**config.mk**
```make
export PLATFORM = sky130hd
export DESIGN_NAME = enokida_trace_buffer
export DESIGN_NICKNAME = d
export VERILOG_FILES = /design/src/rtl/enokida_trace_pkg.sv /design/src/rtl/enokida_trace_fifo_mem.sv /design/src/rtl/enokida_trace_buffer.sv
export SDC_FILE = /design/constraint.sdc
export NUM_CORES = 1
export LEC_CHECK = 0
export ABC_AREA = 1
export CAP_MARGIN = 20
export CORE_MARGIN = 5
export CORE_UTILIZATION = 40
export CTS_CLUSTER_SIZE = 24
export DETAILED_ROUTE_END_ITERATION = 16
export SETUP_SLACK_MARGIN = 0.2
export SLEW_MARGIN = 20
export SYNTH_ARGS = -nofsm -noshare
export SYNTH_HDL_FRONTEND = slang
export SYNTH_SLANG_ARGS = --single-unit
```
**constraint.sdc**
```tcl
create_clock -name clk -period 23.3 [get_ports clk]
set_clock_uncertainty 0.1 [all_clocks]
set_input_delay 2.33 -clock clk [delete_from_list [all_inputs] [get_ports clk]]
set_output_delay 2.33 -clock clk [all_outputs]
set_load 0.05 [all_outputs]
```
**src/rtl/enokida_trace_pkg.sv**
```systemverilog
// enokida_trace_pkg: shared record width, memory-flag bit position and capture state encoding
package enokida_trace_pkg;
  localparam int TRACE_WIDTH  = 160;
  localparam int MEM_FLAG_BIT = 159;
  typedef enum logic [1:0] {DISABLED, CAPTURE, OVERFLOW} state_t;
endpackage

```
**src/rtl/enokida_trace_fifo_mem.sv**
```systemverilog
// enokida_trace_fifo_mem: DEPTH x WIDTH register array, one sync write port, one async read port
//   clk              clock
//   wr_en/addr/data  write port, written on rising edge
//   rd_addr/rd_data  combinational read port
module enokida_trace_fifo_mem #(
  parameter int WIDTH = enokida_trace_pkg::TRACE_WIDTH,
  parameter int DEPTH = 8
) (
  input  logic                     clk,
  input  logic                     wr_en,
  input  logic [$clog2(DEPTH)-1:0] wr_addr,
  input  logic [WIDTH-1:0]         wr_data,
  input  logic [$clog2(DEPTH)-1:0] rd_addr,
  output logic [WIDTH-1:0]         rd_data
);
  logic [WIDTH-1:0] mem [DEPTH];
  always_ff @(posedge clk)
    if (wr_en) mem[wr_addr] <= wr_data;
  assign rd_data = mem[rd_addr];
endmodule

```
**src/rtl/enokida_trace_buffer.sv**
```systemverilog
// enokida_trace_buffer: filters tracer records into a FWFT FIFO feeding the trace-assisted cache
//   clk, rst_n                   clock, async active-low reset
//   cfg_enable_i                 capture enable
//   tracer_valid_i/data_i        incoming trace record
//   trace_pop_i                  consume head record
//   trace_in/trace_ready         head record (0 when empty) and non-empty flag
//   trace_capture_enable         registered cfg_enable_i
//   lock                         overflow indication
//   occupancy_o, dropped_count_o entries held, saturating count of records lost to overflow
module enokida_trace_buffer #(
  parameter int TRACE_WIDTH = enokida_trace_pkg::TRACE_WIDTH,
  parameter int DEPTH       = 8,
  parameter int FILTER_MEM  = 1
) (
  input  logic                     clk,
  input  logic                     rst_n,
  input  logic                     cfg_enable_i,
  input  logic                     tracer_valid_i,
  input  logic [TRACE_WIDTH-1:0]   tracer_data_i,
  input  logic                     trace_pop_i,
  output logic [TRACE_WIDTH-1:0]   trace_in,
  output logic                     trace_ready,
  output logic                     trace_capture_enable,
  output logic                     lock,
  output logic [$clog2(DEPTH):0]   occupancy_o,
  output logic [31:0]              dropped_count_o
);
  import enokida_trace_pkg::*;
  localparam int AW = $clog2(DEPTH);
  state_t state, state_nxt;
  logic [AW:0] wr_ptr, rd_ptr, occ_nxt;
  logic [TRACE_WIDTH-1:0] rd_data;
  logic push, pop, full, wr_en, drop;
  // pointers carry an extra MSB so wr-rd spans 0..DEPTH
  assign occupancy_o = wr_ptr - rd_ptr;
  assign trace_ready = occupancy_o != '0;
  assign trace_in    = trace_ready ? rd_data : '0;
  always_comb begin
    push    = tracer_valid_i && state != DISABLED && (FILTER_MEM == 0 || tracer_data_i[MEM_FLAG_BIT]);
    pop     = trace_pop_i && trace_ready;
    full    = occupancy_o == (AW+1)'(DEPTH);
    wr_en   = push && state == CAPTURE && (!full || pop);
    // once locked, every offered record is lost until the buffer drains
    drop    = push && (state == OVERFLOW || (full && !pop));
    occ_nxt = occupancy_o + (AW+1)'(wr_en) - (AW+1)'(pop);
  end
  always_ff @(posedge clk or negedge rst_n)
    if (!rst_n) state <= DISABLED;
    else state <= state_nxt;
  always_comb begin
    state_nxt = (state == DISABLED) ? (cfg_enable_i ? CAPTURE : DISABLED)
              : (state == CAPTURE)  ? (drop ? OVERFLOW : cfg_enable_i ? CAPTURE : DISABLED)
              : (occ_nxt == '0)     ? (cfg_enable_i ? CAPTURE : DISABLED)
              : OVERFLOW;
  end
  always_comb begin
    lock = state == OVERFLOW;
  end
  always_ff @(posedge clk or negedge rst_n)
    if (!rst_n) begin
      wr_ptr               <= '0;
      rd_ptr               <= '0;
      dropped_count_o      <= '0;
      trace_capture_enable <= 1'b0;
    end else begin
      wr_ptr               <= wr_ptr + (AW+1)'(wr_en);
      rd_ptr               <= rd_ptr + (AW+1)'(pop);
      trace_capture_enable <= cfg_enable_i;
      if (drop && dropped_count_o != '1) dropped_count_o <= dropped_count_o + 32'd1;
    end
  enokida_trace_fifo_mem #(.WIDTH(TRACE_WIDTH), .DEPTH(DEPTH)) u_mem (
    .clk     (clk),
    .wr_en   (wr_en),
    .wr_addr (wr_ptr[AW-1:0]),
    .wr_data (tracer_data_i),
    .rd_addr (rd_ptr[AW-1:0]),
    .rd_data (rd_data)
  );
endmodule
```
==> results of run 1 <==
cells in the mapped netlist, drive strengths merged:
cell | n | area (um2)
edfxtp | 1280 | 38440
nand2 | 860 | 3271
nor2 | 706 | 2684
nand3 | 346 | 1742
a21oi | 322 | 1612
o21ai | 321 | 1607
nor3 | 168 | 930.9
buf | 163 | 834.6
clkbuf | 107 | 401.6
inv | 55 | 206.5
dfrtp | 43 | 1076
ha | 14 | 175.2
xor2 | 13 | 113.9
xnor2 | 9 | 78.83
fa | 2 | 40.04
nand3b | 2 | 15.01
layout make-up:
class | instances | area, um2 | share of cell area
sequential | 1323 | 39520 | 0.6278
multi-input combinational | 2763 | 12310 | 0.1955
timing repair buffer | 414 | 4076 | 0.06475
clock buffer | 180 | 3811 | 0.06054
tap | 1755 | 2196 | 0.03488
clock inverter | 73 | 770.7 | 0.01224
inverter | 55 | 234.0 | 0.003717
antenna | 14 | 35.03 | 0.0005565
logic make-up (layout without fill, tap and decap cells):
| family | after synthesis | after routing | share of synthesized area |
|---|---|---|---|
| AO/OA/AOI/OAI | 643 | 643 | 0.06046 |
| XOR/XNOR | 22 | 22 | 0.003620 |
| adder cells (fa/ha/maj) | 16 | 16 | 0.004044 |
| buffers and inverters | 325 | 722 | 0.02711 |
| flip-flops | 1323 | 1323 | 0.7424 |
| other | 0 | 14 | 0 |
| AND/OR/NAND/NOR | 2082 | 2082 | 0.1624 |
routing by layer:
| layer | track usage | vias up |
|---|---|---|
| li1 | - | 16170 |
| met1 | 0.2613 | 16960 |
| met2 | 0.3080 | 1003 |
| met3 | 0.04654 | 208 |
| met4 | 0.05186 | 18 |
| met5 | 0 | - |
layout by cell type, fill, tap and decap left out, types with 22 or more instances in the layout:
cell,n
inv_1,49
clkinv_1,25
clkdlybuf4s50_1,362
clkbuf_16,146
clkinv_2,22
a21oi_1,322
edfxtp_1,1280
o21ai_1,148
o21ai_0,173
dfrtp_1,40
nor2_1,700
clkbuf_1,31
buf_4,47
nand3_1,344
nor3_2,26
nand2_1,847
nor3_1,142
power breakdown:
group | switching [mW] | internal [mW] | total, mW
sequential | 0.0572 | 2.68 | 2.74
combinational | 3.13 | 1.20 | 4.33
clock | 0.933 | 1.27 | 2.20
metrics by stage:
step | utilization | cell area (um2) | total power [mW] | instances
detailed placement | 0.4426 | 58340 | 7.133 | 6310
finish | 0.4777 | 62960 | 9.265 | 6577
floorplan | - | 53220 | 5.691 | 4411
global route | 0.4775 | 62930 | 9.705 | 6567
CTS | 0.4774 | 62920 | 9.349 | 6563
global placement | 0.4426 | 58340 | 7.114 | 6310
sequential cells by signal, summed over array words and instances (netlist names):
signal,count
u_mem.mem,1280
dropped_count_o,32
rd_ptr,4
wr_ptr,4
state,2
trace_capture_enable,1
worst paths after layout:
check,startpoint,to,slack [ns]
min,rd_ptr[3],rd_ptr[3],0.41
max reg2reg,rd_ptr[1],u_mem.mem[0][30],17.03
max,rd_ptr[0],trace_in[50],13.95
min in group asynchronous,rst_n,dropped_count_o[6],1.47
min reg2reg,rd_ptr[3],rd_ptr[3],0.41
max in group asynchronous,rst_n,rd_ptr[0],21.17
==> impl_metrics.tcl, run 1 <==
set metrics [dict create \
    outcome "finished, final reports clean" \
    row_count 133 \
    path_clk_slew_ns 0.06 \
    drc 0 \
    synthesis.area_um2 53220 \
    clk_latency_ns 0.77 \
    synthCells 4411 \
    drtIter0Drc 2917 \
    path_buf_inv 5 \
    htreeDepth 4 \
    setup_slack_ns 13.95 \
    postCtsHoldBufs 0 \
    avgSynthCellArea_um2 12.07 \
    finalWirelength_um 137900 \
    synth_seq_cells 1323 \
    grt_usage 0.1913 \
    worst_hold_slack_ns 0.4128 \
    cp_num_cells 9 \
    path_cells "inv_8 > buf_4 > buf_4 > buf_4 > nand2_1 > nand3_1 > a21oi_1 > nor3_1 > clkdlybuf4s50_1" \
    cts_setup_buffers 0 \
    maxSlewViolCount 0 \
    place_congestion 0.7744 \
    period_needed_ns 9.347 \
    yosysSeqAreaShare 0.7424 \
    pre_cts_slack_ns 14.76 \
    powerDensity_nw_per_um2 147.2 \
    hold_violations 0 \
    dr_wl_met2_um 65150 \
    critPathTopFamily "buffers and inverters" \
    criticalPathCategory "reg2out" \
    fp.dieH_um 374.8 \
    setup-tns-final_ns 0 \
    grt_pass1_vias 33020 \
    hold_path_class "reg2reg" \
    cts_tree "yes" \
    ys.warnings.count 0 \
    rsz0062_at_grt "no" \
    ios 364 \
    cts_num_sinks 1323 \
    p_leak_nw 21.40 \
    syn2layout_area_growth_pct 18.28 \
    grt_pass1_wl_um 207200 \
    relSlewSlack 0.2578 \
    cts_buffers 144 \
    wl_met3_um 9531 \
    antenna_found_initial 20 \
    wl_met1_um 60420 \
    period_share 0.4012 \
    fmax_ghz 0.1070 \
    clock_path_buffers 3 \
    cp_slowest_cell "clkdlybuf4s50_1" \
    start_util 0.4038 \
    coreArea_um2 131800 \
    worst_slew_pin_slew_ns 1.113 \
    cp-start-kind "register" \
    cp.required_ns 20.87 \
    cap_violations 0 \
    cts_resized 0 \
    ys_types 29 \
    port_buffers 363 \
    dieArea_um2 140500 \
    syn_nets 4592 \
    drtAntennaViolNets 0 \
    via_per_inst 5.223 \
    setup_viol 0 \
    routed.top_layer "met5" \
    grt_max_degree 192 \
    r2r_cells 15 \
    holdPathStages 1 \
    fin_nets 4882 \
    drive_gt1_frac 0.06344 \
    critical_path.max_fanout 160 \
    hpwl_um 68540 \
    fillers 11590 \
    die_w_um 374.8 \
    crit_arrival_ns 6.92 \
    num_vias 34350 \
    cpMostUsedCell "buf_4" \
    cp-end-kind "output port" \
    ir_worst_vdd_mv 0.1372 \
    wl_per_cell_um 20.97 \
    dr.pass1.iters 6 \
    cp_slowest_stage_delay_ns 0.94 \
    clockRootBuffer "clkbuf_16" \
    overflow 0 \
]
Note: power is estimated with default switching activity, not from simulation.
==> run 2, diff against run 1 <==
==> constraint.sdc (replaced) <==
create_clock -name clk -period 9.2 [get_ports clk]
set_clock_uncertainty 0.1 [all_clocks]
set_input_delay 0.92 -clock clk [delete_from_list [all_inputs] [get_ports clk]]
set_output_delay 0.92 -clock clk [all_outputs]
set_load 0.05 [all_outputs]
==> run 2 against run 1 <==
  * Non-clock buffer count shrank 4
  * Hold slack got worse by 0.36 ns
  * Wire length rose by 0.86%
  * Utilization increased by 0.076 points
==> impl_metrics.tcl, run 2 (synthesis results as in run 1) <==
set metrics [dict create \
    outcome "finished, final reports clean" \
    syn2layout_area_growth_pct 18.47 \
    setup-tns-final_ns 0 \
    period_share 0.7782 \
    ios 364 \
    top_register "u_mem.mem" \
    setup_slack_ns 2.041 \
    die_w_um 374.8 \
    rsz0062_at_grt "no" \
    cts_setup_buffers 0 \
    place_congestion 0.7835 \
    worst_slew_pin_slew_ns 1.219 \
    coreArea_um2 131800 \
    post-route-util 0.4784 \
    ir_worst_vdd_mv 0.4872 \
    dr.pass1.iters 9 \
    drtIter0Drc 2959 \
    grt_pass1_vias 33150 \
    final_cell_mix "1,280 x edfxtp_1, 847 x nand2_1, 700 x nor2_1, 362 x clkdlybuf4s50_1, 344 x nand3_1" \
    port_buffers 363 \
    num_vias 34370 \
    wl_per_cell_um 21.16 \
    cp-start-kind "register" \
    largest_reg_flops 1280 \
    cts_tree "yes" \
    htreeDepth 4 \
    grt_pass1_wl_um 209000 \
    clockRootBuffer "clkbuf_16" \
    power.total_mw 23.42 \
    start_util 0.4038 \
    relSlewSlack 0.1870 \
    worst_hold_slack_ns 0.05722 \
    setup_viol 0 \
    cp-end-kind "output port" \
    finalWirelength_um 139100 \
    overflow 0 \
    fmax_ghz 0.1397 \
    fillers 11640 \
    p_leak_nw 21.44 \
    drive_gt1_frac 0.06262 \
    clk_latency_ns 0.77 \
    crit_arrival_ns 6.14 \
    fin_nets 4877 \
    period_needed_ns 7.159 \
    pre_cts_slack_ns 2.522 \
    maxSlewViolCount 0 \
    postCtsHoldBufs 0 \
    via_per_inst 5.229 \
    criticalPathCategory "reg2out" \
    grt_usage 0.1925 \
    critical_path.max_fanout 88 \
    r2r_setup_slack_ns 3.35 \
    final_common_cell "edfxtp_1" \
    drtAntennaViolNets 0 \
    path_clk_slew_ns 0.06 \
    cp.required_ns 8.18 \
    powerDensity_nw_per_um2 371.4 \
    row_count 133 \
    cts_num_sinks 1323 \
    top_regs "u_mem.mem x1280, dropped_count_o x32" \
    hold_violations 0 \
    fp.dieH_um 374.8 \
    cap_violations 0 \
    clock_path_buffers 3 \
    antenna_found_initial 19 \
    dieArea_um2 140500 \
    cts_resized 0 \
    drc 0 \
    cts_buffers 143 \
    grt_max_degree 204 \
    hold_path_class "in2async" \
    hpwl_um 70140 \
]
[run 2: changes by cell type in the layout (fill, tap and decap cells not counted), moves of 5 or more]
cell / before / now
nor3_4: 0 / 8
clkinv_2: 22 / 27
nor3_2: 26 / 18
clkbuf_1: 31 / 36
buf_12: 5 / 13
buf_4: 47 / 31
[run 2: report_power, final]
group,internal [mW],switching (mW)
clock network,3.16,2.37
logic,3.06,7.81
registers,6.78,0.229
total,13.0,10.4
[run 2: cell type report]
cell class / count / area, um2 / share of cell area
timing repair buffer: 410 / 4185 / 0.06637
clock buffer: 180 / 3739 / 0.05929
sequential: 1323 / 39520 / 0.6268
multi-input combinational: 2763 / 12360 / 0.1960
inverter: 55 / 234.0 / 0.003711
clock inverter: 76 / 792.0 / 0.01256
tap: 1755 / 2196 / 0.03482
antenna: 11 / 27.53 / 0.0004365
[run 2: worst paths after layout]
| kind | end | depth (start not counted) | from |
|---|---|---|---|
| worst max-delay path | trace_in[33] | 8 | rd_ptr[0] |
| worst max register to register | u_mem.mem[1][90] | 13 | rd_ptr[1] |
| worst min-delay path | dropped_count_o[23] | 1 | rst_n |
| worst min register to register | wr_ptr[3] | 1 | wr_ptr[3] |
| min in group clk | wr_ptr[3] | 1 | wr_ptr[3] |
| max in group asynchronous | rd_ptr[2] | 1 | rst_n |
[run 2: per-stage QoR]
stage	std cells	area (um2)
3_5_place_dp	6305	58460
6_report	6573	63060
4_1_cts	6561	62990
3_3_place_gp	6303	58430
5_1_grt	6564	63030
2_1_floorplan	4411	53260
[run 2: routing by layer]
metal | vias up | wire length, um | track usage
li1 | 16130 | - | -
met3 | 215 | 8475 | 0.04081
met4 | 14 | 3101 | 0.05473
met5 | - | 91 | 0
met2 | 947 | 66480 | 0.3117
met1 | 17060 | 60940 | 0.2641
[run 2: worst max-delay path: stages, from the launching register on]
cell,delay (ns)
dfrtp_4,0.97
buf_4,0.64
buf_4,0.76
buf_4,0.90
nor2_1,0.10
o21ai_0,0.21
a21oi_1,0.09
nor3_1,0.59
clkdlybuf4s50_1,0.94
